## src/rtl/cmos_dvp_tx.sv

```systemverilog
// Sensor-side DVP transmitter: frames RGB565 pixels from an external source or an
// internal colour-bar generator into the vsync/href/byte stream of an OV-style camera.
module cmos_dvp_tx #(
    parameter int H_ACTIVE  = 640,
    parameter int H_BLANK   = 144,
    parameter int V_ACTIVE  = 480,
    parameter int VSYNC_LEN = 4,
    parameter int V_BACK    = 8,
    parameter int V_FRONT   = 8
) (
    input  logic        clk_cmos,
    input  logic        rst_n,
    input  logic        tx_en,
    input  logic        test_mode,
    output logic        pixel_req,
    input  logic [15:0] pixel_din,
    output logic        cmos_vsync,
    output logic        cmos_href,
    output logic [7:0]  cmos_dout,
    output logic        frame_start,
    output logic [7:0]  frame_cnt,
    output logic        busy
);

    localparam int LINE_LEN = 2 * H_ACTIVE + H_BLANK;
    localparam int HW       = $clog2(LINE_LEN);
    localparam int VM_A     = (VSYNC_LEN > V_BACK) ? VSYNC_LEN : V_BACK;
    localparam int VM_B     = (V_ACTIVE > V_FRONT) ? V_ACTIVE : V_FRONT;
    localparam int V_MAX    = (VM_A > VM_B) ? VM_A : VM_B;
    localparam int VW       = $clog2(V_MAX + 1);
    localparam int BAR_W    = H_ACTIVE / 8;
    localparam int BW       = $clog2(BAR_W + 1);

    localparam logic [HW-1:0] H_LAST     = HW'(LINE_LEN - 1);
    localparam logic [HW-1:0] H_REQ_FIRST = HW'(LINE_LEN - 2);
    localparam logic [HW-1:0] H_REQ_LAST = HW'(2 * H_ACTIVE - 4);
    localparam logic [HW-1:0] H_BYTES    = HW'(2 * H_ACTIVE);
    localparam logic [BW-1:0] BAR_LAST   = BW'(BAR_W - 1);

    typedef enum logic [2:0] {
        ST_IDLE,
        ST_VSYNC,
        ST_VBACK,
        ST_ACTIVE,
        ST_VFRONT
    } state_e;

    function automatic logic [15:0] bar_colour(input logic [2:0] idx);
        logic [15:0] c;
        case (idx)
            3'd0:    c = 16'hFFFF;
            3'd1:    c = 16'hFFE0;
            3'd2:    c = 16'h07FF;
            3'd3:    c = 16'h07E0;
            3'd4:    c = 16'hF81F;
            3'd5:    c = 16'hF800;
            3'd6:    c = 16'h001F;
            default: c = 16'h0000;
        endcase
        return c;
    endfunction

    state_e          state_q, state_d;
    logic [HW-1:0]   h_cnt_q, h_cnt_d;
    logic [VW-1:0]   v_cnt_q, v_cnt_d;
    logic            mode_q, mode_d;
    logic [2:0]      bar_idx_q, bar_idx_d;
    logic [BW-1:0]   bar_px_q, bar_px_d;
    logic [7:0]      lo_byte_q, lo_byte_d;

    logic            req_q, req_d;
    logic            vsync_q, vsync_d;
    logic            href_q, href_d;
    logic [7:0]      dout_q, dout_d;
    logic            fs_q, fs_d;
    logic [7:0]      fcnt_q, fcnt_d;
    logic            busy_q, busy_d;

    logic [VW-1:0]   v_last;
    logic            line_end;
    logic            frame_end;

    // Frame sequencing: every state lasts a whole number of lines.
    // NOTE: every variable written here gets a default first, so no latch is inferred.
    always_comb begin
        state_d   = state_q;
        h_cnt_d   = h_cnt_q;
        v_cnt_d   = v_cnt_q;
        frame_end = 1'b0;
        line_end  = (h_cnt_q == H_LAST);

        case (state_q)
            ST_VSYNC:  v_last = VW'(VSYNC_LEN - 1);
            ST_VBACK:  v_last = VW'(V_BACK - 1);
            ST_ACTIVE: v_last = VW'(V_ACTIVE - 1);
            ST_VFRONT: v_last = VW'(V_FRONT - 1);
            default:   v_last = '0;
        endcase

        case (state_q)
            ST_IDLE: begin
                if (tx_en) begin
                    state_d = ST_VSYNC;
                    h_cnt_d = '0;
                    v_cnt_d = '0;
                end
            end
            default: begin
                h_cnt_d = line_end ? '0 : h_cnt_q + 1'b1;
                if (line_end) begin
                    if (v_cnt_q == v_last) begin
                        v_cnt_d = '0;
                        case (state_q)
                            ST_VSYNC:  state_d = ST_VBACK;
                            ST_VBACK:  state_d = ST_ACTIVE;
                            ST_ACTIVE: state_d = ST_VFRONT;
                            default: begin
                                frame_end = 1'b1;
                                state_d   = tx_en ? ST_VSYNC : ST_IDLE;
                            end
                        endcase
                    end else begin
                        v_cnt_d = v_cnt_q + 1'b1;
                    end
                end
            end
        endcase
    end

    logic            frame_enter;
    logic            next_line_active;
    logic            hi_slot;
    logic [2:0]      cur_idx;
    logic [BW-1:0]   cur_px;
    logic [15:0]     pix;

    // Outputs are decoded from the *next* state and counters so that, once
    // registered, they line up with the state/counter values of their own cycle.
    always_comb begin
        frame_enter      = (state_d == ST_VSYNC) && (state_q != ST_VSYNC);
        mode_d           = frame_enter ? test_mode : mode_q;
        next_line_active = ((state_d == ST_VBACK) && (v_cnt_d == VW'(V_BACK - 1))) ||
                           ((state_d == ST_ACTIVE) && (v_cnt_d != VW'(V_ACTIVE - 1)));

        href_d  = (state_d == ST_ACTIVE) && (h_cnt_d < H_BYTES);
        hi_slot = href_d && !h_cnt_d[0];

        // Request pixel p two cycles before its high byte; pixel 0 borrows the
        // tail of the preceding line.
        req_d = !mode_d &&
                (((h_cnt_d == H_REQ_FIRST) && next_line_active) ||
                 ((state_d == ST_ACTIVE) && !h_cnt_d[0] && (h_cnt_d <= H_REQ_LAST)));

        cur_idx   = (h_cnt_d == '0) ? 3'd0 : bar_idx_q;
        cur_px    = (h_cnt_d == '0) ? '0   : bar_px_q;
        bar_idx_d = bar_idx_q;
        bar_px_d  = bar_px_q;
        if (hi_slot) begin
            if (cur_px == BAR_LAST) begin
                bar_px_d  = '0;
                bar_idx_d = cur_idx + 3'd1;
            end else begin
                bar_px_d  = cur_px + 1'b1;
                bar_idx_d = cur_idx;
            end
        end

        pix       = mode_d ? bar_colour(cur_idx) : pixel_din;
        lo_byte_d = hi_slot ? pix[7:0] : lo_byte_q;
        if (!href_d) begin
            dout_d = 8'h00;
        end else if (hi_slot) begin
            dout_d = pix[15:8];
        end else begin
            dout_d = lo_byte_q;
        end

        vsync_d = (state_d == ST_VSYNC);
        fs_d    = frame_enter;
        fcnt_d  = frame_end ? fcnt_q + 8'd1 : fcnt_q;
        busy_d  = (state_d != ST_IDLE);
    end

    // NOTE: non-blocking assignments only, so every flop samples pre-edge values.
    always_ff @(posedge clk_cmos or negedge rst_n) begin
        if (!rst_n) begin
            state_q   <= ST_IDLE;
            h_cnt_q   <= '0;
            v_cnt_q   <= '0;
            mode_q    <= 1'b0;
            bar_idx_q <= '0;
            bar_px_q  <= '0;
            lo_byte_q <= '0;
            req_q     <= 1'b0;
            vsync_q   <= 1'b0;
            href_q    <= 1'b0;
            dout_q    <= '0;
            fs_q      <= 1'b0;
            fcnt_q    <= '0;
            busy_q    <= 1'b0;
        end else begin
            state_q   <= state_d;
            h_cnt_q   <= h_cnt_d;
            v_cnt_q   <= v_cnt_d;
            mode_q    <= mode_d;
            bar_idx_q <= bar_idx_d;
            bar_px_q  <= bar_px_d;
            lo_byte_q <= lo_byte_d;
            req_q     <= req_d;
            vsync_q   <= vsync_d;
            href_q    <= href_d;
            dout_q    <= dout_d;
            fs_q      <= fs_d;
            fcnt_q    <= fcnt_d;
            busy_q    <= busy_d;
        end
    end

    assign pixel_req   = req_q;
    assign cmos_vsync  = vsync_q;
    assign cmos_href   = href_q;
    assign cmos_dout   = dout_q;
    assign frame_start = fs_q;
    assign frame_cnt   = fcnt_q;
    assign busy        = busy_q;

endmodule

```

## config.mk

```make
export PLATFORM = sky130hd
export DESIGN_NAME = cmos_dvp_tx
export DESIGN_NICKNAME = d
export VERILOG_FILES = /design/src/rtl/cmos_dvp_tx.sv
export SDC_FILE = /design/constraint.sdc
export NUM_CORES = 1
export LEC_CHECK = 0
export CAP_MARGIN = 15
export CORE_ASPECT_RATIO = 1.25
export CORE_MARGIN = 4
export CORE_UTILIZATION = 50
export CTS_CLUSTER_SIZE = 12
export DETAILED_ROUTE_END_ITERATION = 10
export PLACE_DENSITY_LB_ADDON = 0.3
export SETUP_SLACK_MARGIN = 0.05
export SLEW_MARGIN = 0
export SYNTH_ARGS = -nofsm -noshare
export SYNTH_HDL_FRONTEND = slang
export SYNTH_SLANG_ARGS = --single-unit
```

## constraint.sdc

```tcl
create_clock -name clk_cmos -period 7.4 [get_ports clk_cmos]
set_input_delay 1.48 -clock clk_cmos [delete_from_list [all_inputs] [get_ports clk_cmos]]
set_output_delay 1.48 -clock clk_cmos [all_outputs]
set_load 0.02 [all_outputs]
```

# After elaboration in Yosys (flattened, before gate mapping)
# Cells that the tools add are included.
# Widths: inputs -> output; s select.
word_totals:
  reg_bits: 63
  input_bits: 20
  out_inout_bits: 21
  elab_cells: 87
op_classes:
  add_sub_neg: 5
  magnitude_cmp: 2
  eq_ne: 20
  muxes: 27
  n_reduce_logical: 19
op_table:
  columns: ["operator", "n"]
  rows:
  - ["$pmux 16 s7", 1]
  - ["$mux 9", 4]
  - ["$mux 11", 3]
  - ["$pmux 9 s3", 1]
  - ["$eq 11x11->1 const B", 2]
  - ["$eq 3x2->1 const B", 6]
  - ["$mux 3", 6]
  - ["$mux 16", 1]
  - ["$mux 8", 2]
  - ["$mux 7", 2]
  - ["$eq 3x3->1 const B", 4]
  - ["$add 11x1->11 const B", 1]
  - ["$le 11x11->1 const B", 1]
  - ["$logic_not 11->1", 1]
  - ["$lt 11x11->1 const B", 1]
  - ["$add 9x1->9 const B", 1]
  - ["$eq 3x1->1 const B", 3]
  - ["$eq 9x3->1 const B", 1]
  - ["$eq 9x9->1", 1]
  - ["$logic_and 1x1->1", 9]
  - ["$ne 9x9->1 const B", 1]
  - ["$pmux 3 s3", 1]
  - ["$add 8x1->8 const B", 1]
  - ["$add 7x1->7 const B", 1]
  - ["10 further kinds", 18]

# Logic depth before layout (Yosys ltp)
# Gate-level depths: netlist (run 1).
depth:
  ltp_word: 13
  mapped_depth: 18
  ltp_nobuf: 15

# Least setup slack after synthesis (run 1)
# No wires, ideal clock.
synth_path:
  path_type: "input port to flip-flop"
  start: "input tx_en"
  end: "register bar_px_q[1]"
  setup_ps: 125
  arrival_ps: 4534
  required_ps: 7275
  path_slack_ps: 2741
  stages: 14
  n_path_buf: 2
  path_cell_list: "nor4_1 clkbuf_1 a21o_1 nand2_1 nor4b_4 nand2_2 clkbuf_1 and2_1 ha_1 nand3_1 nand2b_1 nor3b_1 a21boi_0 mux2_2"
synth_via:
  elab_chain_len: 8
  elab_cells_between_ends: 18
  cone_classes: "add/sub: 1; order compare: 1; eq/ne: 2; mux: 10; reduce/logical: 4"
synth_rtl:
  columns: ["item", "line", "rtl"]
  rows:
  - ["start, declared", "13", "input logic tx_en,"]
  - ["parallel branches: the longest is 8 deep, another holds $add 7x1->7", null, null]
  - ["end signal, assigned", "207", "bar_px_q <= bar_px_d;"]
  - ["end, declared", "68", "logic [BW-1:0] bar_px_q, bar_px_d;"]
# Parallel ways; which one is timed is not known.
# A chain may end at the register's enable or synchronous reset.

# Final worst setup path (run 1)
layout_path:
  start: "input tx_en"
  end: "register bar_px_q[1]"
layout_via:
  elab_cells_between_ends: 18
  cone_classes: "add/sub: 1; order compare: 1; eq/ne: 2; mux: 10; reduce/logical: 4"
layout_lines:
  columns: ["item", "line", "rtl"]
  rows:
  - ["$mux 11 (*)", "102", "if (tx_en) begin"]
  - ["$mux 11 (*)", "100", "case (state_q)"]
  - ["net h_cnt_d[9]", "64", "logic [HW-1:0] h_cnt_q, h_cnt_d;"]
  - ["$logic_not 11->1", "155", "cur_px = (h_cnt_d == '0) ? '0 : bar_px_q;"]
  - ["$mux 7", "155", null]
  - ["$add 7x1->7 / $eq 7x7->1 (equally long branches)", "163, 159", null]
  - ["$mux 7", "159", "if (cur_px == BAR_LAST) begin"]
# The timed path passes the listed nets; every way through them passes the cells marked *.

==> results of run 1 <==
-- area by class of cell --
class / instances / area [um^2]
Multi-Input combinational cell: 285 / 1880
Tap cell: 90 / 113
Sequential cell: 63 / 1580
Fill cell: 610 / 2700
Clock buffer: 9 / 124
Timing Repair Buffer: 44 / 425
Inverter: 14 / 52.6
Clock inverter: 7 / 103
-- path summary, 6_finish.rpt --
check	startpoint	end	slack [ps]
max	tx_en	bar_px_q[1]$_DFFE_PN0N_	2210
min	frame_cnt[7]$_DFFE_PN0P_	frame_cnt[7]$_DFFE_PN0P_	480
max reg2reg	state_q[2]$_DFF_PN0_	bar_px_q[1]$_DFFE_PN0N_	2930
min reg2reg	frame_cnt[7]$_DFFE_PN0P_	frame_cnt[7]$_DFFE_PN0P_	480
max in group asynchronous	rst_n	h_cnt_q[2]$_DFF_PN0_	5550
min in group asynchronous	rst_n	v_cnt_q[0]$_DFF_PN0_	1290
-- flip-flops by register name, indices dropped and copies added (netlist names) --
signal and cells:
pixel_req 1, state_q 3, cmos_dout 8, frame_cnt 8, busy 1, bar_px_q 7
mode_q 1, bar_idx_q 3, frame_start 1, h_cnt_q 11, cmos_vsync 1, cmos_href 1
v_cnt_q 9, lo_byte_q 8
-- metrics by stage --
stage | worst slack (ps) | power, mW | cells | hold WS (ps) | instance area (um^2)
2_1_floorplan | 2740 | 0.353 | 384 | 450 | 3610
4_1_cts | 2290 | 0.713 | 512 | 480 | 4280
3_5_place_dp | 1950 | 0.372 | 496 | 468 | 4050
5_1_grt | 1980 | 0.732 | 512 | 506 | 4280
6_report | 2210 | 0.708 | 512 | 480 | 4280
3_3_place_gp | 2060 | 0.372 | 496 | 459 | 4050
-- power groups by stage --
stage	clock [mW]	sequential [mW]	combinational (mW)
final	0.343	0.344	0.0206
after global routing	0.366	0.344	0.0229
after CTS	0.348	0.344	0.0210
after detailed placement	0	0.351	0.0210
after global placement	0	0.351	0.0209
after floorplan	0	0.351	0.00257
-- worst max-delay path: stages --
cell and delay [ps]:
clkdlybuf4s50_1 540, nor4_2 240, buf_4 270, a21oi_1 60, o21ai_0 460, nor4_2 160, nand2_2 380, and2_1 200
ha_1 210, nand3_1 130, nand2b_1 190, nor3b_1 620, a21boi_0 180, mux2_2 290
-- logic make-up (layout without fill, tap and decap cells) --
kind of cell	count (synthesis)	in the layout	synth area share
simple gates	149	149	0.229
mux	11	11	0.0319
buf+inv	36	74	0.0437
flops	63	63	0.437
fa+ha+maj	5	5	0.0173
xor+xnor	9	9	0.0218
compound gates	111	111	0.219
-- cells in the final DEF (no fill, tap or decap), types with 4 or more instances in the layout --
cell type	instances
o31ai_1	5
inv_1	14
a21o_1	13
a21oi_1	14
nand3_1	19
ha_1	5
o21a_1	4
nor3b_1	4
nor2_1	21
xnor2_1	7
nand2_1	30
nor4_1	6
or2_2	6
or3_1	11
a22o_1	9
clkdlybuf4s50_1	39
a31oi_1	4
o21ai_0	19
dfrtp_1	63
a311oi_1	8
mux2_2	4
mux2i_1	7
nor3_1	9
o21ai_1	5
clkbuf_8	9
and2_1	5
o22ai_1	5
buf_4	4
nand4_1	9
and3_1	11
-- metal layers --
metal  wire length, um  track usage  part of all wire
met4               178       0.0718             0.021
met2              4280        0.340              0.50
met1              3770        0.267              0.44
met5                 0            0                 0
met3               381       0.0384             0.044
==> flow_summary.rst, run 1 <==
.. list-table::
   :header-rows: 1

   * - Metric
     - Value
   * - Outcome
     - finished, final reports clean
   * - Number of flops mapped to enable cells by yosys
     - 0
   * - Final period utilization
     - 0.702
   * - Top-area cell type share of the netlist area
     - 0.437
   * - Number of input and output port buffers inserted
     - 40
   * - Cell accounting for the most synthesized area
     - dfrtp_1
   * - Data arrival time of the critical path
     - 5430 ps
   * - Worst hold path stage count
     - 1
   * - Gp weighted congestion
     - 0.885
   * - Via count of the first global-routing pass
     - 2983
   * - Routed Antenna Nets
     - 0
   * - Leakage power summed over all cells
     - 1.82 nW
   * - Worst IR Drop VDD
     - 144 uV
   * - Avg WL per Cell
     - 16.8 um
   * - Antenna violations before repair
     - 0
   * - Boundary pin count
     - 41
   * - Period minus WS final
     - 5190 ps
   * - Cell Int Power
     - 0.548 mW
   * - Setup Fix Bufs, Post-CTS
     - 0
   * - Switch Pwr
     - 0.160 mW
   * - Slew Limit Fails
     - 0
   * - Length in cells of the worst reg-to-reg path
     - 14
   * - Total via count in the routed design
     - 3133
   * - Gate Count Post-Synth
     - 384
   * - Setup skew after layout
     - 16.6 ps
   * - Number of hold buffers added after cts
     - 0
   * - Library cell with the highest instance count after synthesis
     - dfrtp_1
   * - Average footprint of a synthesized cell
     - 9.40 um^2
   * - Initial Util
     - 0.518
   * - Sink count of the clock tree
     - 63
   * - Hold Path Class
     - flop to flop
   * - Core Util, Final
     - 0.613
   * - Power share of the combinational group
     - 0.029
   * - FF+latch count, synth
     - 63
   * - Fmax
     - 193 MHz
   * - Detailed-route DRC error count
     - 0
   * - First-pass GRT wire length
     - 14.3 mm
   * - Unrepaired setup endpoints after global routing
     - no
   * - Worst setup path class
     - primary input to flop
   * - Chip Width
     - 84.0 um
   * - Total power density per cell area
     - 165 nW/um^2
   * - Total Wirelength
     - 8.61 mm
   * - Type of element launching the critical path
     - primary input
   * - Total of cells resized after clock tree synthesis
     - 0
   * - Number of failing hold endpoints at the final stage
     - 0
   * - Die area
     - 8650 um^2
   * - Number of levels the H-tree was split into
     - 3
   * - Area grow syn2layout
     - 18.4%
   * - Diodes inserted
     - 0
   * - Unique masters post-synth
     - 63
   * - Largest cells by area after synthesis
     - dfrtp_1 44%, nand2_1 3.1%, a21o_1 2.7%
   * - Clk pin slew, worst setup/hold paths
     - 80 ps
   * - DP HPWL
     - 5.98 mm
   * - Post-synthesis async set-or-reset flop share
     - 1.00
   * - Crit path required time
     - 7630 ps
   * - CTS buffer count
     - 9
   * - Floorplan core area
     - 6980 um^2
   * - GRT Resource Usage Total
     - 0.203
   * - Fin nets
     - 442
   * - Clock latency reported for the late side of the worst-skew pair
     - 340 ps
   * - Maximum number of pins on one net before global-route repair
     - 64
   * - Post-synth top cells
     - 63 x dfrtp_1, 30 x nand2_1, 21 x nor2_1
   * - Routed vias/inst
     - 6.12
   * - Area of the mapped netlist
     - 3610 um^2
   * - Iter 0 DRT Violations
     - 182
   * - Total of max-cap violations
     - 0
   * - Highest fanout seen on the critical path
     - 25
   * - Sequential share of the synthesized area
     - 0.437
   * - Max_slew headroom
     - 0.395
   * - Height of the die
     - 103 um
   * - Clock network power share
     - 0.485
   * - Switching Fraction
     - 0.225
   * - Number of iterations in the first detailed-routing pass
     - 5
   * - Synthesized Nets
     - 409
   * - Transition at the pin with the smallest max-transition slack
     - 904 ps
   * - Synth warn
     - 0
   * - Endpoint type of the worst setup path
     - flop
   * - Most instantiated flip-flop cell in the synthesis netlist
     - dfrtp_1
   * - Final setup viols
     - 0
   * - Setup TNS Final
     - 0 ps
   * - Residual overflow from global routing
     - 0
   * - TritonCTS clock tree
     - yes
   * - Layout cells sized above 1
     - 0.102
   * - Clock tree root driver cell
     - clkbuf_8
   * - Number of standard-cell rows in the floorplan
     - 34
   * - Clock Tree Buf Depth
     - 2
   * - Proportion of power drawn by flip-flops and latches
     - 0.486
Note: power is estimated with default switching activity, not from simulation.
==> run 2: changes to the inputs <==
==> constraint.sdc (replaced) <==
create_clock -name clk_cmos -period 5.17 [get_ports clk_cmos]
set_input_delay 1.034 -clock clk_cmos [delete_from_list [all_inputs] [get_ports clk_cmos]]
set_output_delay 1.034 -clock clk_cmos [all_outputs]
set_load 0.02 [all_outputs]
==> flow_summary.rst, run 2 (same netlist as run 1, synthesis figures left out) <==
.. list-table::
   :header-rows: 1

   * - Metric
     - Value
   * - Outcome
     - finished, final reports clean
   * - Boundary pin count
     - 41 (unchanged)
   * - Worst stage delay on the critical path
     - 610 ps (about the same)
   * - Chip Width
     - 84.0 um (unchanged)
   * - Transition at the pin with the smallest max-transition slack
     - 917 ps (+12.4 ps)
   * - Worst setup path endpoint
     - bar_px_q[1]$_DFFE_PN0N_
   * - Highest fanout seen on the critical path
     - 8 (-68%)
   * - Total Wirelength
     - 8.24 mm (-4.3%)
   * - Number of standard-cell rows in the floorplan
     - 34 (unchanged)
   * - Maximum number of pins on one net before global-route repair
     - 42 (-34%)
   * - Most frequent cells in the layout
     - 63 x dfrtp_1, 39 x clkdlybuf4s50_1, 30 x nand2_1
   * - Number of hold buffers added after cts
     - 0 (unchanged)
   * - Endpoint of the lowest-slack register-to-register path
     - bar_px_q[3]$_DFFE_PN0N_
   * - Total via count in the routed design
     - 3131 (-0.064%)
   * - Routed vias/inst
     - 6.09 (-0.45%)
   * - Critical path origin
     - tx_en
   * - Total of max-cap violations
     - 0 (unchanged)
   * - Switching Fraction
     - 0.233 (+0.00739)
   * - Number of instances in the placed design
     - 498 (+0.40%)
   * - Register with the most flip-flops
     - h_cnt_q
   * - Worst IR Drop VDD
     - 139 uV (-3.2%)
   * - Area grow syn2layout
     - 18.0%
   * - Number of input and output port buffers inserted
     - 40 (unchanged)
   * - Total power density per cell area
     - 223 nW/um^2 (+35%)
   * - Unrepaired setup endpoints after global routing
     - no
   * - Height of the die
     - 103 um (unchanged)
   * - Iter 0 DRT Violations
     - 170 (-6.6%)
   * - Max_slew headroom
     - 0.389 (-0.00657)
   * - CTS buffer count
     - 9 (unchanged)
   * - Setup Fix Bufs, Post-CTS
     - 0 (unchanged)
   * - Clock Tree Buf Depth
     - 2 (unchanged)
   * - Length in cells of the worst reg-to-reg path
     - 15 (+1)
   * - Avg WL per Cell
     - 16.0 um (-4.7%)
   * - Fmax
     - 232 MHz
   * - Proportion of power drawn by flip-flops and latches
     - 0.517 (+0.031)
   * - Routed Antenna Nets
     - 0 (unchanged)
   * - Type of element launching the critical path
     - primary input
   * - Data arrival time of the critical path
     - 4540 ps (-890 ps)
   * - Floorplan core area
     - 6980 um^2 (unchanged)
   * - Power share of the combinational group
     - 0.030 (about the same)
   * - Worst flop-to-flop path startpoint
     - h_cnt_q[0]$_DFF_PN0_
   * - Internal reg-to-reg setup slack
     - 1040 ps (-1890 ps)
   * - Sink count of the clock tree
     - 63 (unchanged)
   * - Detailed-route DRC error count
     - 0 (unchanged)
   * - Via count of the first global-routing pass
     - 2957 (-0.87%)
   * - First-pass GRT wire length
     - 13.7 mm (-4.2%)
   * - Clock tree root driver cell
     - clkbuf_8
   * - GRT Resource Usage Total
     - 0.198 (-0.00551)
   * - Cell Int Power
     - 0.730 mW (+33%)
   * - Most common cell after layout, fill and taps aside
     - dfrtp_1
   * - Worst setup path class
     - primary input to flop
   * - Layout cells sized above 1
     - 0.106 (+0.00424)
   * - Fin nets
     - 444 (+0.45%)
   * - Leakage power summed over all cells
     - 1.82 nW (-0.38%)
   * - Diodes inserted
     - 0 (unchanged)
   * - CP max-delay cell
     - nor3b_1
   * - Residual overflow from global routing
     - 0 (unchanged)
   * - Endpoint type of the worst setup path
     - flop
   * - Clock latency reported for the late side of the worst-skew pair
     - 350 ps (about the same)
   * - Filler Cell Count
     - 613 (+0.49%)
   * - Clock network power share
     - 0.452 (-0.033)
   * - Setup TNS Final
     - 0 ps (unchanged)
   * - Crit path required time
     - 5410 ps (-2220 ps)
   * - Number of flip-flops under the largest register name
     - 11 (unchanged)
   * - Initial Util
     - 0.518 (unchanged)
   * - Period minus WS final
     - 4310 ps
   * - Number of levels the H-tree was split into
     - 3 (unchanged)
   * - Switch Pwr
     - 0.222 mW (+39%)
   * - Antenna violations before repair
     - 0 (unchanged)
   * - Largest registers
     - h_cnt_q (11), v_cnt_q (9)
   * - Final cell count without fillers
     - 514 (+0.39%)
   * - Total of cells resized after clock tree synthesis
     - 0 (unchanged)
   * - Final period utilization
     - 0.833
   * - List of cells traversed by the critical path
     - clkdlybuf4s50_1, or4_1, o21ai_0, a21o_1, or4b_4, nor4b_4, nand2_2, and2_1, ha_1, nand3_1, nand2b_1, nor3b_1, a21boi_0, mux2_2
   * - Number of iterations in the first detailed-routing pass
     - 5 (unchanged)
   * - Clk pin slew, worst setup/hold paths
     - 70 ps (about the same)
   * - Hold Path Class
     - flop to flop
   * - Number of failing hold endpoints at the final stage
     - 0 (unchanged)
   * - Final setup viols
     - 0 (unchanged)
   * - Setup skew after layout
     - 7.82 ps (-8.77 ps)
   * - TritonCTS clock tree
     - yes
   * - Slew Limit Fails
     - 0 (unchanged)
   * - Die area
     - 8650 um^2 (unchanged)
   * - Gp weighted congestion
     - 0.891 (+0.64%)
   * - DP HPWL
     - 5.94 mm (-0.61%)
## run 2: cell types whose count changed in the layout (fill, tap and decap cells not counted), sizes merged
cell	change
inv	-2
clkinvlp	+1
buf	+2
bufinv	-1
clkinv	+2
## run 2: through the flow
step | setup slack, ps | hold WS (ps) | power (mW) | utilization | area [um^2]
2_1_floorplan | 957 | 450 | 0.506 | - | 3610
3_3_place_gp | 668 | 459 | 0.532 | 0.583 | 4070
3_5_place_dp | 564 | 465 | 0.532 | 0.583 | 4070
4_1_cts | 936 | 476 | 0.960 | 0.611 | 4260
5_1_grt | 563 | 503 | 0.985 | 0.611 | 4260
6_report | 862 | 470 | 0.952 | 0.611 | 4260
## run 2: cell type report
type | count | area, um^2 | share of cell area
multi-input cells | 285 | 1880 | 0.442
clock inverters | 7 | 72.6 | 0.0170
clock buffers | 9 | 124 | 0.0291
repair buffers | 46 | 440 | 0.103
flip-flops and latches | 63 | 1580 | 0.370
inverters | 14 | 52.6 | 0.0123
well taps | 90 | 113 | 0.0264
## run 2: power by group through the flow
stage          logic [mW]  clock network (mW)  registers, mW
4_1_cts            0.0298               0.438          0.492
3_3_place_gp       0.0297                   0          0.502
2_1_floorplan     0.00368                   0          0.502
3_5_place_dp       0.0297                   0          0.502
5_1_grt            0.0322               0.461          0.492
6_report           0.0287               0.431          0.492
## run 2: worst min-delay path by stage
stage	startpoint	end	slack, ps	cells past startpoint
3_3_place_gp	lo_byte_q[2]$_DFFE_PN0N_	lo_byte_q[2]$_DFFE_PN0N_	460	1
5_1_grt	lo_byte_q[2]$_DFFE_PN0N_	lo_byte_q[2]$_DFFE_PN0N_	500	1
4_1_cts	frame_cnt[7]$_DFFE_PN0P_	frame_cnt[7]$_DFFE_PN0P_	480	1
2_1_floorplan	lo_byte_q[0]$_DFFE_PN0N_	lo_byte_q[0]$_DFFE_PN0N_	450	1
6_report	frame_cnt[7]$_DFFE_PN0P_	frame_cnt[7]$_DFFE_PN0P_	470	1
3_5_place_dp	frame_cnt[7]$_DFFE_PN0P_	frame_cnt[7]$_DFFE_PN0P_	460	1
## run 2: critical path: cells and delay by family
kind	cells	cell delay (ps)
adders and majority gates	1	210
buffers and inverters	1	540
and+or+nand+nor	8	1990
AOI/OAI and AO/OA	3	480
muxes	1	290
## run 2: per-layer routing
metal | up-vias | share of wire | GRT usage | wire, um
li1 | 1515 | - | - | -
met1 | 1520 | 0.43 | 0.239 | 3560
met2 | 77 | 0.50 | 0.341 | 4140
met3 | 19 | 0.044 | 0.0464 | 360
met4 | 0 | 0.021 | 0.0842 | 173
met5 | - | 0 | 0 | 0
==> run 3: changes to the inputs <==
==> constraint.sdc (replaced) <==
create_clock -name clk_cmos -period 3.88 [get_ports clk_cmos]
set_input_delay 0.776 -clock clk_cmos [delete_from_list [all_inputs] [get_ports clk_cmos]]
set_output_delay 0.776 -clock clk_cmos [all_outputs]
set_load 0.02 [all_outputs]
==> flow_summary.rst, run 3 (same netlist as run 1, synthesis figures left out) <==
.. list-table::
   :header-rows: 1

   * - Metric
     - Value
   * - Outcome
     - finished, final reports clean
   * - Unrepaired setup endpoints after global routing
     - yes
   * - Maximum number of pins on one net before global-route repair
     - 47 (+12%)
   * - Number of flip-flops under the largest register name
     - 11 (unchanged)
   * - Gp weighted congestion
     - 0.934 (+4.8%)
   * - Setup skew after layout
     - 7.20 ps (-0.623 ps)
   * - Length in cells of the worst reg-to-reg path
     - 14 (-1)
   * - TritonCTS clock tree
     - yes
   * - Avg WL per Cell
     - 16.5 um (+2.9%)
   * - Via count of the first global-routing pass
     - 2985 (+0.95%)
   * - Worst hold margin
     - 272 ps (-198 ps)
   * - Antenna violations before repair
     - 0 (unchanged)
   * - Fmax
     - 271 MHz
   * - Worst IR Drop VDD
     - 229 uV (+65%)
   * - Number of input and output port buffers inserted
     - 40 (unchanged)
   * - Clock Tree Buf Depth
     - 2 (unchanged)
   * - Chip Width
     - 84.0 um (unchanged)
   * - Sink count of the clock tree
     - 63 (unchanged)
   * - Layout cells sized above 1
     - 0.160 (+0.0542)
   * - Leakage power summed over all cells
     - 1.97 nW (+8.3%)
   * - Number of iterations in the first detailed-routing pass
     - 5 (unchanged)
   * - Worst setup path class
     - flop to flop
   * - Data arrival time of the critical path
     - 3950 ps (-590 ps)
   * - Die area
     - 8650 um^2 (unchanged)
   * - Most frequent cells in the layout
     - 63 x dfrtp_1, 39 x clkdlybuf4s50_1, 30 x nand2_1, 30 x buf_4, 21 x nor2_1
   * - Max_slew headroom
     - 0.501 (+0.112)
   * - Floorplan core area
     - 6980 um^2 (unchanged)
   * - Endpoint type of the worst setup path
     - flop
   * - Routed vias/inst
     - 6.14 (+0.78%)
   * - Detailed-route DRC error count
     - 0 (unchanged)
   * - Crit path required time
     - 4140 ps (-1270 ps)
   * - Register with the most flip-flops
     - h_cnt_q
   * - Diodes inserted
     - 0 (unchanged)
   * - Transition at the pin with the smallest max-transition slack
     - 742 ps (-174 ps)
   * - Residual overflow from global routing
     - 0 (unchanged)
   * - Hold Path Class
     - primary input to async pin
   * - First-pass GRT wire length
     - 14.3 mm (+4.6%)
   * - Number of levels the H-tree was split into
     - 3 (unchanged)
   * - Fin nets
     - 469 (+5.6%)
   * - Type of element launching the critical path
     - flop
   * - Internal reg-to-reg setup slack
     - 190 ps (-850 ps)
   * - Endpoint of the lowest-slack register-to-register path
     - bar_px_q[5]$_DFFE_PN0N_
   * - Number of instances in the placed design
     - 522 (+4.8%)
   * - Clk pin slew, worst setup/hold paths
     - 80 ps (about the same)
   * - Number of standard-cell rows in the floorplan
     - 34 (unchanged)
   * - Total power density per cell area
     - 300 nW/um^2 (+34%)
   * - Final cell count without fillers
     - 539 (+4.9%)
   * - Total via count in the routed design
     - 3309 (+5.7%)
   * - Total of max-cap violations
     - 0 (unchanged)
   * - Initial Util
     - 0.518 (unchanged)
   * - Most common cell after layout, fill and taps aside
     - dfrtp_1
   * - Boundary pin count
     - 41 (unchanged)
   * - CTS buffer count
     - 9 (unchanged)
   * - Iter 0 DRT Violations
     - 202 (+19%)
   * - Height of the die
     - 103 um (unchanged)
   * - Final setup viols
     - 0 (unchanged)
   * - DP HPWL
     - 6.54 mm (+10%)
   * - Highest fanout seen on the critical path
     - 7 (-1)
   * - Final period utilization
     - 0.951
   * - Total Wirelength
     - 8.89 mm (+7.9%)
   * - GRT Resource Usage Total
     - 0.207 (+0.00932)
   * - Largest registers
     - h_cnt_q (11), v_cnt_q (9)
   * - Worst flop-to-flop path startpoint
     - h_cnt_q[9]$_DFF_PN0_
   * - Period minus WS final
     - 3690 ps
   * - Area grow syn2layout
     - 24.7%
   * - Clock latency reported for the late side of the worst-skew pair
     - 340 ps (about the same)
   * - Slew Limit Fails
     - 0 (unchanged)
   * - Number of failing hold endpoints at the final stage
     - 0 (unchanged)
   * - Clock tree root driver cell
     - clkbuf_8
   * - Routed Antenna Nets
     - 0 (unchanged)
-- run 3: cell count changes in the layout (fill, tap and decap cells not counted) --
cell	before	now
nor3b_1	4	3
o31ai_2	0	1
nor3b_2	0	1
clkinv_4	1	2
clkinvlp_4	2	0
o31ai_1	5	4
buf_12	0	1
buf_4	6	30
bufinv_16	1	2
inv_6	1	3
clkinv_2	2	0
-- run 3: critical path: stages, from the launching register on --
cell and delay [ps]:
dfrtp_1 430, nand4b_1 350, o31a_4 460, a22o_4 270, or4b_4 490, nor4b_4 320, nand2_2 110, and2_1 180
ha_1 210, nand3_1 110, nand2b_1 150, buf_4 120, nand3b_1 120, nand3_1 100, o22ai_1 170
-- run 3: how the worst max path moves through the flow --
stage | from | endpoint | slack (ps) | depth (start not counted)
after global placement | tx_en | bar_idx_q[2]$_DFFE_PN0N_ | -7 | 17
after CTS | h_cnt_q[5]$_DFF_PN0_ | bar_px_q[5]$_DFFE_PN0N_ | 160 | 15
after floorplan | h_cnt_q[1]$_DFF_PN0_ | bar_px_q[3]$_DFFE_PN0N_ | 90 | 16
final | h_cnt_q[9]$_DFF_PN0_ | bar_px_q[5]$_DFFE_PN0N_ | 190 | 14
after global routing | h_cnt_q[9]$_DFF_PN0_ | bar_idx_q[1]$_DFFE_PN0N_ | 30 | 14
after detailed placement | tx_en | bar_idx_q[2]$_DFFE_PN0N_ | -90 | 17
-- run 3: report_power, final --
| part | switching (mW) | internal [mW] |
|---|---|---|
| sequential | 0 | 0.656 |
| combinational | 0.0200 | 0.0226 |
| clock | 0.281 | 0.371 |
-- run 3: timing repair --
item	4_1_cts	5_1_grt
gates resized for setup	0	2
hold buffers	0	0
buffers inserted	0	0
setup endpoints to repair	0	6
-- run 3: area by class of cell --
cell class,count,area (um^2)
sequential,63,1580
clock inverter,7,104
tap,90,113
multi-input combinational,285,1890
timing repair buffer,71,641
inverter,14,52.6
clock buffer,9,124
fill,575,2470
-- run 3: metrics by stage --
step	setup WS (ps)	TNS, ps	cell area, um^2	util	power (mW)
detailed placement	-94.3	-277	4250	0.609	0.710
global placement	-6.69	-6.69	4250	0.609	0.710
CTS	160	0	4470	0.641	1.37
global route	33.8	0	4500	0.645	1.40
floorplan	87.1	0	3620	-	0.674
finish	190	0	4500	0.645	1.35
-- run 3: per-layer routing --
| layer | vias up | routed length, um | track usage |
|---|---|---|---|
| li1 | 1561 | - | - |
| met1 | 1594 | 3690 | 0.262 |
| met2 | 131 | 4530 | 0.350 |
| met3 | 23 | 420 | 0.0304 |
| met4 | 0 | 252 | 0.101 |
| met5 | - | 0 | 0 |
